--- src/rtl/hilo_muldiv_ctrl_if.sv ---
// EX-stage <-> HI/LO multiply/divide sequencer handshake and result bus.
interface hilo_muldiv_ctrl_if;
  logic        start;
  logic [1:0]  op;
  logic [31:0] src_a;
  logic [31:0] src_b;
  logic        flush;
  logic        stall;
  logic        busy;
  logic [63:0] hl_data;
  logic        hl_we;

  modport master (
    output start, op, src_a, src_b, flush,
    input  stall, busy, hl_data, hl_we
  );

  modport slave (
    input  start, op, src_a, src_b, flush,
    output stall, busy, hl_data, hl_we
  );
endinterface

--- src/rtl/hilo_muldiv_ctrl.sv ---
// Multi-cycle MULT/MULTU/DIV/DIVU sequencer owning the HI/LO write path.
// Multiply is fixed latency; divide is radix-2 restoring, one quotient bit per cycle.
module hilo_muldiv_ctrl #(
  parameter int unsigned MUL_CYCLES = 2
) (
  input logic              clk,
  input logic              rst,
  hilo_muldiv_ctrl_if.slave bus
);

  typedef enum logic [1:0] {
    S_IDLE = 2'd0,
    S_MUL  = 2'd1,
    S_DIV  = 2'd2,
    S_DONE = 2'd3
  } state_e;

  state_e      state_q, state_d;
  logic [5:0]  cnt_q, cnt_d;
  logic [1:0]  op_q, op_d;
  logic [31:0] a_q, a_d;
  logic [31:0] b_q, b_d;
  logic [31:0] rem_q, rem_d;
  logic [31:0] quo_q, quo_d;
  logic [63:0] hl_data_q, hl_data_d;
  logic        busy_q, busy_d;

  logic [63:0] ext_a, ext_b, prod;
  logic [31:0] div_b, rem_next, quo_next, rem_fix, quo_fix;
  logic [32:0] shift_v, trial_v;
  logic        is_signed;

  // Datapath helpers, next-state and register updates
  always_comb begin
    state_d   = state_q;
    cnt_d     = cnt_q;
    op_d      = op_q;
    a_d       = a_q;
    b_d       = b_q;
    rem_d     = rem_q;
    quo_d     = quo_q;
    hl_data_d = hl_data_q;

    is_signed = ~op_q[0];
    // Signed multiply is the low 64 bits of the sign-extended product.
    ext_a = {(is_signed ? {32{a_q[31]}} : 32'h0000_0000), a_q};
    ext_b = {(is_signed ? {32{b_q[31]}} : 32'h0000_0000), b_q};
    prod  = ext_a * ext_b;

    // quo_q doubles as the dividend shift register; its MSB feeds the remainder.
    div_b    = (is_signed && b_q[31]) ? (32'h0000_0000 - b_q) : b_q;
    shift_v  = {rem_q, quo_q[31]};
    trial_v  = shift_v - {1'b0, div_b};
    rem_next = trial_v[32] ? shift_v[31:0] : trial_v[31:0];
    quo_next = {quo_q[30:0], ~trial_v[32]};
    quo_fix  = (is_signed && (a_q[31] ^ b_q[31])) ? (32'h0000_0000 - quo_next) : quo_next;
    rem_fix  = (is_signed && a_q[31]) ? (32'h0000_0000 - rem_next) : rem_next;

    case (state_q)
      S_IDLE: begin
        if (bus.start && !bus.flush) begin
          a_d  = bus.src_a;
          b_d  = bus.src_b;
          op_d = bus.op;
          if (bus.op[1]) begin
            state_d = S_DIV;
            cnt_d   = 6'd32;
            rem_d   = 32'h0000_0000;
            quo_d   = (!bus.op[0] && bus.src_a[31]) ? (32'h0000_0000 - bus.src_a) : bus.src_a;
          end else begin
            state_d = S_MUL;
            cnt_d   = 6'(MUL_CYCLES);
          end
        end else begin
          state_d = S_IDLE;
        end
      end
      S_MUL: begin
        if (cnt_q == 6'd1) begin
          state_d   = S_DONE;
          cnt_d     = 6'd0;
          hl_data_d = prod;
        end else begin
          cnt_d = cnt_q - 6'd1;
        end
      end
      S_DIV: begin
        rem_d = rem_next;
        quo_d = quo_next;
        if (cnt_q == 6'd1) begin
          state_d   = S_DONE;
          cnt_d     = 6'd0;
          hl_data_d = (b_q == 32'h0000_0000) ? {a_q, 32'hFFFF_FFFF} : {rem_fix, quo_fix};
        end else begin
          cnt_d = cnt_q - 6'd1;
        end
      end
      S_DONE: begin
        state_d = S_IDLE;
      end
      default: begin
        state_d = S_IDLE;
        cnt_d   = 6'd0;
      end
    endcase

    // A flush abandons any operation and leaves the last result untouched.
    if (bus.flush) begin
      state_d   = S_IDLE;
      cnt_d     = 6'd0;
      hl_data_d = hl_data_q;
    end else begin
      hl_data_d = hl_data_d;
    end

    busy_d = (state_d == S_MUL) || (state_d == S_DIV);
  end

  // State and datapath registers with synchronous reset
  always_ff @(posedge clk) begin
    if (rst) begin
      state_q   <= S_IDLE;
      cnt_q     <= 6'd0;
      op_q      <= 2'd0;
      a_q       <= 32'h0000_0000;
      b_q       <= 32'h0000_0000;
      rem_q     <= 32'h0000_0000;
      quo_q     <= 32'h0000_0000;
      hl_data_q <= 64'h0;
      busy_q    <= 1'b0;
    end else begin
      state_q   <= state_d;
      cnt_q     <= cnt_d;
      op_q      <= op_d;
      a_q       <= a_d;
      b_q       <= b_d;
      rem_q     <= rem_d;
      quo_q     <= quo_d;
      hl_data_q <= hl_data_d;
      busy_q    <= busy_d;
    end
  end

  assign bus.stall   = ~rst & ~bus.flush &
                       (((state_q == S_IDLE) & bus.start) | (state_q == S_MUL) | (state_q == S_DIV));
  assign bus.hl_we   = ~rst & ~bus.flush & (state_q == S_DONE);
  assign bus.busy    = busy_q;
  assign bus.hl_data = hl_data_q;

endmodule
--- src/flat_wrapper.sv ---
// flat-port wrapper written by rule: the top's interface ports become plain ports
module hilo_muldiv_ctrl_flat 
#(
  parameter int unsigned MUL_CYCLES = 2
)
  (clk, rst, bus_start, bus_op, bus_src_a, bus_src_b, bus_flush, bus_stall, bus_busy, bus_hl_data, bus_hl_we);
  hilo_muldiv_ctrl_if bus_i ();
  input logic clk;
  input logic rst;
  input wire logic [$bits(bus_i.start)-1:0] bus_start;
  input wire logic [$bits(bus_i.op)-1:0] bus_op;
  input wire logic [$bits(bus_i.src_a)-1:0] bus_src_a;
  input wire logic [$bits(bus_i.src_b)-1:0] bus_src_b;
  input wire logic [$bits(bus_i.flush)-1:0] bus_flush;
  output wire logic [$bits(bus_i.stall)-1:0] bus_stall;
  output wire logic [$bits(bus_i.busy)-1:0] bus_busy;
  output wire logic [$bits(bus_i.hl_data)-1:0] bus_hl_data;
  output wire logic [$bits(bus_i.hl_we)-1:0] bus_hl_we;
  assign bus_i.start = bus_start;
  assign bus_i.op = bus_op;
  assign bus_i.src_a = bus_src_a;
  assign bus_i.src_b = bus_src_b;
  assign bus_i.flush = bus_flush;
  assign bus_stall = bus_i.stall;
  assign bus_busy = bus_i.busy;
  assign bus_hl_data = bus_i.hl_data;
  assign bus_hl_we = bus_i.hl_we;
  hilo_muldiv_ctrl #(.MUL_CYCLES(MUL_CYCLES)) u_core (.clk(clk), .rst(rst), .bus(bus_i));
endmodule
--- config.mk ---
export PLATFORM = sky130hd
export DESIGN_NAME = hilo_muldiv_ctrl_flat
export DESIGN_NICKNAME = d
export VERILOG_FILES = /design/src/rtl/hilo_muldiv_ctrl_if.sv /design/src/rtl/hilo_muldiv_ctrl.sv /design/src/flat_wrapper.sv
export SDC_FILE = /design/constraint.sdc
export NUM_CORES = 2
export LEC_CHECK = 0
export ABC_AREA = 1
export CORE_UTILIZATION = 47
export DETAILED_ROUTE_END_ITERATION = 12
export PLACE_DENSITY = 0.65
export SLEW_MARGIN = 5
export SYNTH_ARGS = -nofsm -noshare
export SYNTH_HDL_FRONTEND = slang
export SYNTH_SLANG_ARGS = --single-unit
--- constraint.sdc ---
create_clock -name clk -period 11 [get_ports clk]
set_input_delay 1.1 -clock clk [delete_from_list [all_inputs] [get_ports clk]]
set_output_delay 1.1 -clock clk [all_outputs]
set_load 0.005 [all_outputs]
# --- Word level (Yosys, flattened, before mapping) ---
# Index checks and enable logic that the tools add are counted.
totals:
  regBits: 202
  latchBits: 0
  mem_bits_rw: 0
  rom_bits: 0
  inputBits: 70
  elab_cells: 82
  memories: 0
op_classes:
  add_sub_neg: 6
  multipliers: 1
  div: 0
  n_lt_le_gt_ge: 0
  n_eq_ne: 10
  shifts: 0
  mux: 26
  n_bitwise: 11
  reduce_logical: 19
op_table:
  columns: ["op", "n"]
  rows:
  - ["$mux W32", 11]
  - ["$mux W64", 3]
  - ["$pmux W32 S2", 2]
  - ["$pmux W64 S2", 1]
  - ["$sub A1 B32 Y32 const A", 4]
  - ["$mul A64 B64 Y64", 1]
  - ["$sub A33 B32 Y33", 1]
  - ["$logic_not A32 Y1", 1]
  - ["$mux W6", 3]
  - ["$pmux W6 S2", 1]
  - ["$mux W2", 4]
  - ["$eq A2 B2 Y1 const B", 3]
  - ["$eq A6 B1 Y1 const B", 1]
  - ["$ne A2 B1 Y1 const B", 3]
  - ["$pmux W2 S3", 1]
  - ["$reduce_bool A2 Y1", 3]
  - ["$sub A6 B1 Y6 const B", 1]
  - ["$logic_and A1 B1 Y1", 5]
  - ["$and A1 B1 Y1", 4]
  - ["$eq A2 B1 Y1 const B", 2]
  - ["$not A1 Y1", 4]
  - ["$reduce_and A2 Y1", 2]
  - ["$reduce_and A4 Y1", 1]
  - ["$reduce_or A2 Y1", 2]
  - ["other kinds (7)", 9]

# --- Depth between registers and ports, before layout ---
logic_depth:
  depth_word: 10
  depth_mapped: 43
  depth_no_buf: 42

# --- Least setup slack after synthesis ---
# OpenSTA, ideal clock, no wires.
synth_timing:
  kind: "register to register"
  from: "register u_core.op_q[0]"
  to: "register u_core.hl_data_q[63], in the netlist u_core.bus.hl_data[63]"
  arrival_time_ns: 8.969
  required_ns: 10.930
  setup_slack_ns: 1.961
  stages_incl_launch_ff: 33
  n_path_buf: 3
  period_less_slack_ns: 9.039
  path_cell_list: "dfxtp_1 clkbuf_1 clkbuf_1 buf_1 nor2_1 fa_1 inv_1 fa_1 inv_1 fa_1 inv_1 fa_1 inv_1 fa_1 fa_1 fa_1 inv_1 fa_1 inv_1 fa_1 inv_1 fa_1 inv_1 ha_1 a21oi_1 nor3_1 a2111oi_0 nand3_1 nand3_1 nand2_1 nor2_1 nor2_1 a21oi_1"
synth_via:
  elab_chain_cells: 10
  word_cells_on_any_way: 15
synth_lines:
  columns: ["element", "line", "source"]
  rows:
  - ["start, declared", "hilo_muldiv_ctrl.sv:20", "logic [1:0] op_q, op_d;"]
  - ["start signal, assigned", "hilo_muldiv_ctrl.sv:134", "op_q <= op_d;"]
  - ["$not A1 Y1", "hilo_muldiv_ctrl.sv:44", "is_signed = ~op_q[0];"]
  - ["$logic_and A1 B1 Y1", "hilo_muldiv_ctrl.sv:51", "div_b = (is_signed && b_q[31]) ? (32'h0000_0000 - b_q) : b_q;"]
  - ["$mux W32", "hilo_muldiv_ctrl.sv:51", null]
  - ["$sub A33 B32 Y33", "hilo_muldiv_ctrl.sv:53", "trial_v = shift_v - {1'b0, div_b};"]
  - ["$mux W32", "hilo_muldiv_ctrl.sv:54", "rem_next = trial_v[32] ? shift_v[31:0] : trial_v[31:0];"]
  - ["$sub A1 B32 Y32", "hilo_muldiv_ctrl.sv:57", "rem_fix = (is_signed && a_q[31]) ? (32'h0000_0000 - rem_next) : rem_next;"]
  - ["$mux W32", "hilo_muldiv_ctrl.sv:57", null]
  - ["$mux W64", "hilo_muldiv_ctrl.sv:93", "hl_data_d = (b_q == 32'h0000_0000) ? {a_q, 32'hFFFF_FFFF} : {rem_fix, quo_fix};"]
  - ["$mux W64", "hilo_muldiv_ctrl.sv:90", "if (cnt_q == 6'd1) begin"]
  - ["$pmux W64 S2 *", "hilo_muldiv_ctrl.sv:59", "case (state_q)"]
  - ["end signal, assigned", "hilo_muldiv_ctrl.sv:139", "hl_data_q <= hl_data_d;"]
  - ["end, declared", "hilo_muldiv_ctrl.sv:25", "logic [63:0] hl_data_q, hl_data_d;"]
# Mark *: on every way between the ends. The rest lies on a longest branch, timed or not. The select of a mux whose other input is x is not followed.
# A chain may end at the register's enable or synchronous reset.

# --- Worst setup path after layout ---
layout_timing:
  from: "register u_core.b_q[31]"
  to: "register u_core.hl_data_q[59], in the netlist u_core.bus.hl_data[59]"
layout_via:
  elab_chain_cells: 9
  word_cells_on_any_way: 14
layout_lines:
  columns: ["element", "line", "source"]
  rows:
  - ["start, declared", "hilo_muldiv_ctrl.sv:22", "logic [31:0] b_q, b_d;"]
  - ["start signal, assigned", "hilo_muldiv_ctrl.sv:126", "b_q <= 32'h0000_0000;"]
  - ["start signal, assigned", "hilo_muldiv_ctrl.sv:136", "b_q <= b_d;"]
  - ["$sub A1 B32 Y32 or $logic_and A1 B1 Y1 (tied branches)", "hilo_muldiv_ctrl.sv:51", null]
  - ["$mux W32", "hilo_muldiv_ctrl.sv:51", null]
  - ["$sub A33 B32 Y33", "hilo_muldiv_ctrl.sv:53", null]
  - ["$mux W32", "hilo_muldiv_ctrl.sv:54", null]
  - ["$sub A1 B32 Y32", "hilo_muldiv_ctrl.sv:57", null]
  - ["$mux W32", "hilo_muldiv_ctrl.sv:57", null]
  - ["$mux W64", "hilo_muldiv_ctrl.sv:93", null]
  - ["$mux W64", "hilo_muldiv_ctrl.sv:90", null]
  - ["$pmux W64 S2 *", "hilo_muldiv_ctrl.sv:59", null]
# Marks and branches as above.

==> qor.txt <==
CTS buffer count: 27
Total core area: 135000 um^2
Fin util: 0.505
Outcome: complete, no violations
DP Cell Count: 10119
Syn_nets: 10277
Routed vias/inst: 5.37
FF-to-FF Start: u_core.b_q[31]
CTS tree: yes
Hpwl dp: 207000 um
Ys async rst share: 0
Port Buffers: 136
Max VDD drop: 0.192 mV
Critical-path top delay cell: a21oi_1
Worst Path Buf+Inv: 10
Rel. slew slack: 0.0937
Total Routing Usage GR: 0.361
Worst Hold Class: register to register
DIE WIDTH: 371 um
Number of global-route vias before repair: 55711
Met1 Resource Use GR: 0.508
Number of post-CTS setup repair buffers: 0
Register-to-Register Path Depth: 37
Final period util: 0.932
Setup violators final: 0
Synth unique cells: 64
Most used DFF post-synth: dfxtp_1
Final wirelength: 246000 um
Minimum clock period: 10.26 ns
CP endpoint: u_core.bus.hl_data[59]
Post-synth EDFFs: 0
Max Cap Violations: 0
Initial antenna violation count: 18
Initial Util: 0.474
CP Data Required Time: 11.57 ns
Met2 global-route usage: 0.553
Standard-cell row count: 135
Area Growth Syn to Fin: 6.64%
Final TNS setup: 0 ns
Yosys warning total: 0
Register area share after synthesis: 0.0631
# DRC: 0
Ports: 137
Measured slew at the worst slew-check pin: 1.35 ns
Full die area: 138000 um^2
Power density over the cells: 123 nW/um^2
CP endpoint kind: register
Leak pwr: 39.5 nW
Crit path depth: 37
Met3 global-route usage: 0.0601
Number of synthesized register bits: 202
Via Count: 54647
Clk buf depth: 3
Post-CTS sizing: 0
Grt ovf: 0
Largest net degree at the start of global routing: 74
Post-route cell area: 68300 um^2
Setup CP Type: register to register
Finished Layout Cells: 10176
GP Congestion: 1.05
CP peak stage delay: 0.90 ns
# hold bufs at CTS: 0
Wire per inst: 24.1 um
CP startpoint kind: register
Clk sink count: 202
Clock latency on the worst-skew pair: 0.64 ns
Skew final: 0.0436 ns
DRT iter0 DRCs: 5920
Area after DPL: 67400 um^2
Most used routing layer in global routing: met2
Count of final max-slew check failures: 0
Post-Syn Instances: 8436
Htree depth: 1
Final ANT Viol Nets: 0
Worst Setup SP: u_core.b_q[31]
Proportion of layout cells with a drive suffix above 1: 0.0405
Clk slew on worst S/H paths: 0.06 ns
Post-Syn Area: 64100 um^2
Reg2reg setup slack: 0.74 ns
Crit path DAT: 10.83 ns
First-pass GRT wire length: 364000 um
Root Driver: clkbuf_16
Final hold vios: 0
Worst-path fanout max: 30
Die H: 371 um
Peak Freq: 97.5 MHz
Top delay family on crit path: adder cells
RSZ-0062 raised after global routing: false
Nets: 10208
First-pass detailed-route iteration total: 6
Syn Area/Cell: 7.60 um^2
RR Endpoint: u_core.bus.hl_data[59]
-- registers in the layout (all words and copies together) (netlist names) --
name	flops
u_core.state_q	2
u_core.bus.hl_data	64
u_core.rem_q	32
u_core.cnt_q	6
u_core.quo_q	32
u_core.op_q	1
u_core.a_q	32
u_core.b_q	32
u_core.bus.busy	1
-- kinds of logic (layout without fill, tap and decap cells) --
family	after synthesis	after routing	synth area share
compound gates	708	708	0.0618
buf+inv	2940	2892	0.173
flops	202	202	0.0631
simple gates	2686	2686	0.172
fa+ha+maj	1771	1771	0.512
xor+xnor	129	129	0.0176
other cells	0	7	0
-- layer usage --
layer / wire length [um] / part of all wire
met4: 12200 / 0.050
met1: 102000 / 0.41
met3: 23400 / 0.095
met2: 108000 / 0.44
met5: 34 / 0.00014
-- synthesized netlist by cell type (all sizes together) (18+ instances only) --
cell	count	area, um^2
nand2	1855	7100
o211ai	30	225
xnor2	47	412
dfxtp	202	4040
buf	72	340
a31oi	39	244
or2	44	275
xor2	82	718
nor3	45	267
nor2	443	1720
ha	351	4390
nand4	43	269
inv	2563	9620
clkbuf	300	1130
nor4	18	113
o21ai	245	1240
fa	1420	28400
a21oi	309	1570
nand3	222	1150
-- worst min-delay path, delay by kind of cell (launching register included) --
kind               cells  cell delay [ns]
AOI/OAI and AO/OA      1             0.05
DFF                    1             0.31
and+or+nand+nor        1             0.06
-- cell type report --
type                            count  area, um^2
Fill cell                       13303       67000
Multi-Input combinational cell   5294       49000
Inverter                         2568        9640
Sequential cell                   202        4060
Timing Repair Buffer              274        2460
Tap cell                         1781        2230
Clock buffer                       31         721
Clock inverter                     19         228
Antenna cell                        7        17.5
-- layout by cell type (no fill, tap or decap), drive strengths merged, types with 2 or more instances in the layout --
| cell type | instances |
|---|---|
| nor3 | 45 |
| nand2 | 1855 |
| nand3 | 222 |
| a21boi | 5 |
| o21bai | 13 |
| o211ai | 30 |
| bufinv | 3 |
| nor2 | 443 |
| a41oi | 4 |
| clkinvlp | 8 |
| nor4 | 18 |
| fa | 1420 |
| a221oi | 4 |
| clkinv | 10 |
| o2111ai | 2 |
| buf | 139 |
| clkbuf | 31 |
| xor2 | 82 |
| a21o | 16 |
| ha | 351 |
| a21oi | 309 |
| o221ai | 14 |
| o31ai | 5 |
| nand4 | 43 |
| o22ai | 3 |
| xnor2 | 47 |
| dfxtp | 202 |
| clkdlybuf4s50 | 135 |
| a31oi | 39 |
| nand3b | 12 |
| inv | 2566 |
| diode | 7 |
| o21ai | 245 |
| o21a | 10 |
| or2 | 44 |
-- how the worst min path moves through the flow --
stage / end / depth (start not counted) / slack [ns] / startpoint
floorplan: u_core.rem_q[20] / 2 / 0.46 / u_core.rem_q[20]
global placement: u_core.bus.hl_data[3] / 2 / 0.46 / u_core.bus.hl_data[3]
detailed placement: u_core.bus.hl_data[2] / 2 / 0.46 / u_core.bus.hl_data[2]
CTS: u_core.bus.hl_data[2] / 2 / 0.47 / u_core.bus.hl_data[2]
global route: u_core.bus.hl_data[3] / 2 / 0.50 / u_core.bus.hl_data[3]
finish: u_core.bus.hl_data[2] / 2 / 0.47 / u_core.bus.hl_data[2]
-- where the power goes --
| part | switching (mW) | internal (mW) |
|---|---|---|
| Combinational | 4.34 | 2.24 |
| Clock | 0.436 | 0.550 |
| Sequential | 0.102 | 0.759 |
| Total | 4.88 | 3.55 |
-- stage by stage --
step	hold WS [ns]	setup slack [ns]	power [mW]
after floorplan	0.457	1.96	5.07
after global placement	0.456	0.841	7.37
after detailed placement	0.456	0.843	7.39
after CTS	0.466	0.864	8.40
after global routing	0.496	0.206	9.13
final	0.465	0.744	8.44
Note: power is estimated with default switching activity, not from simulation.
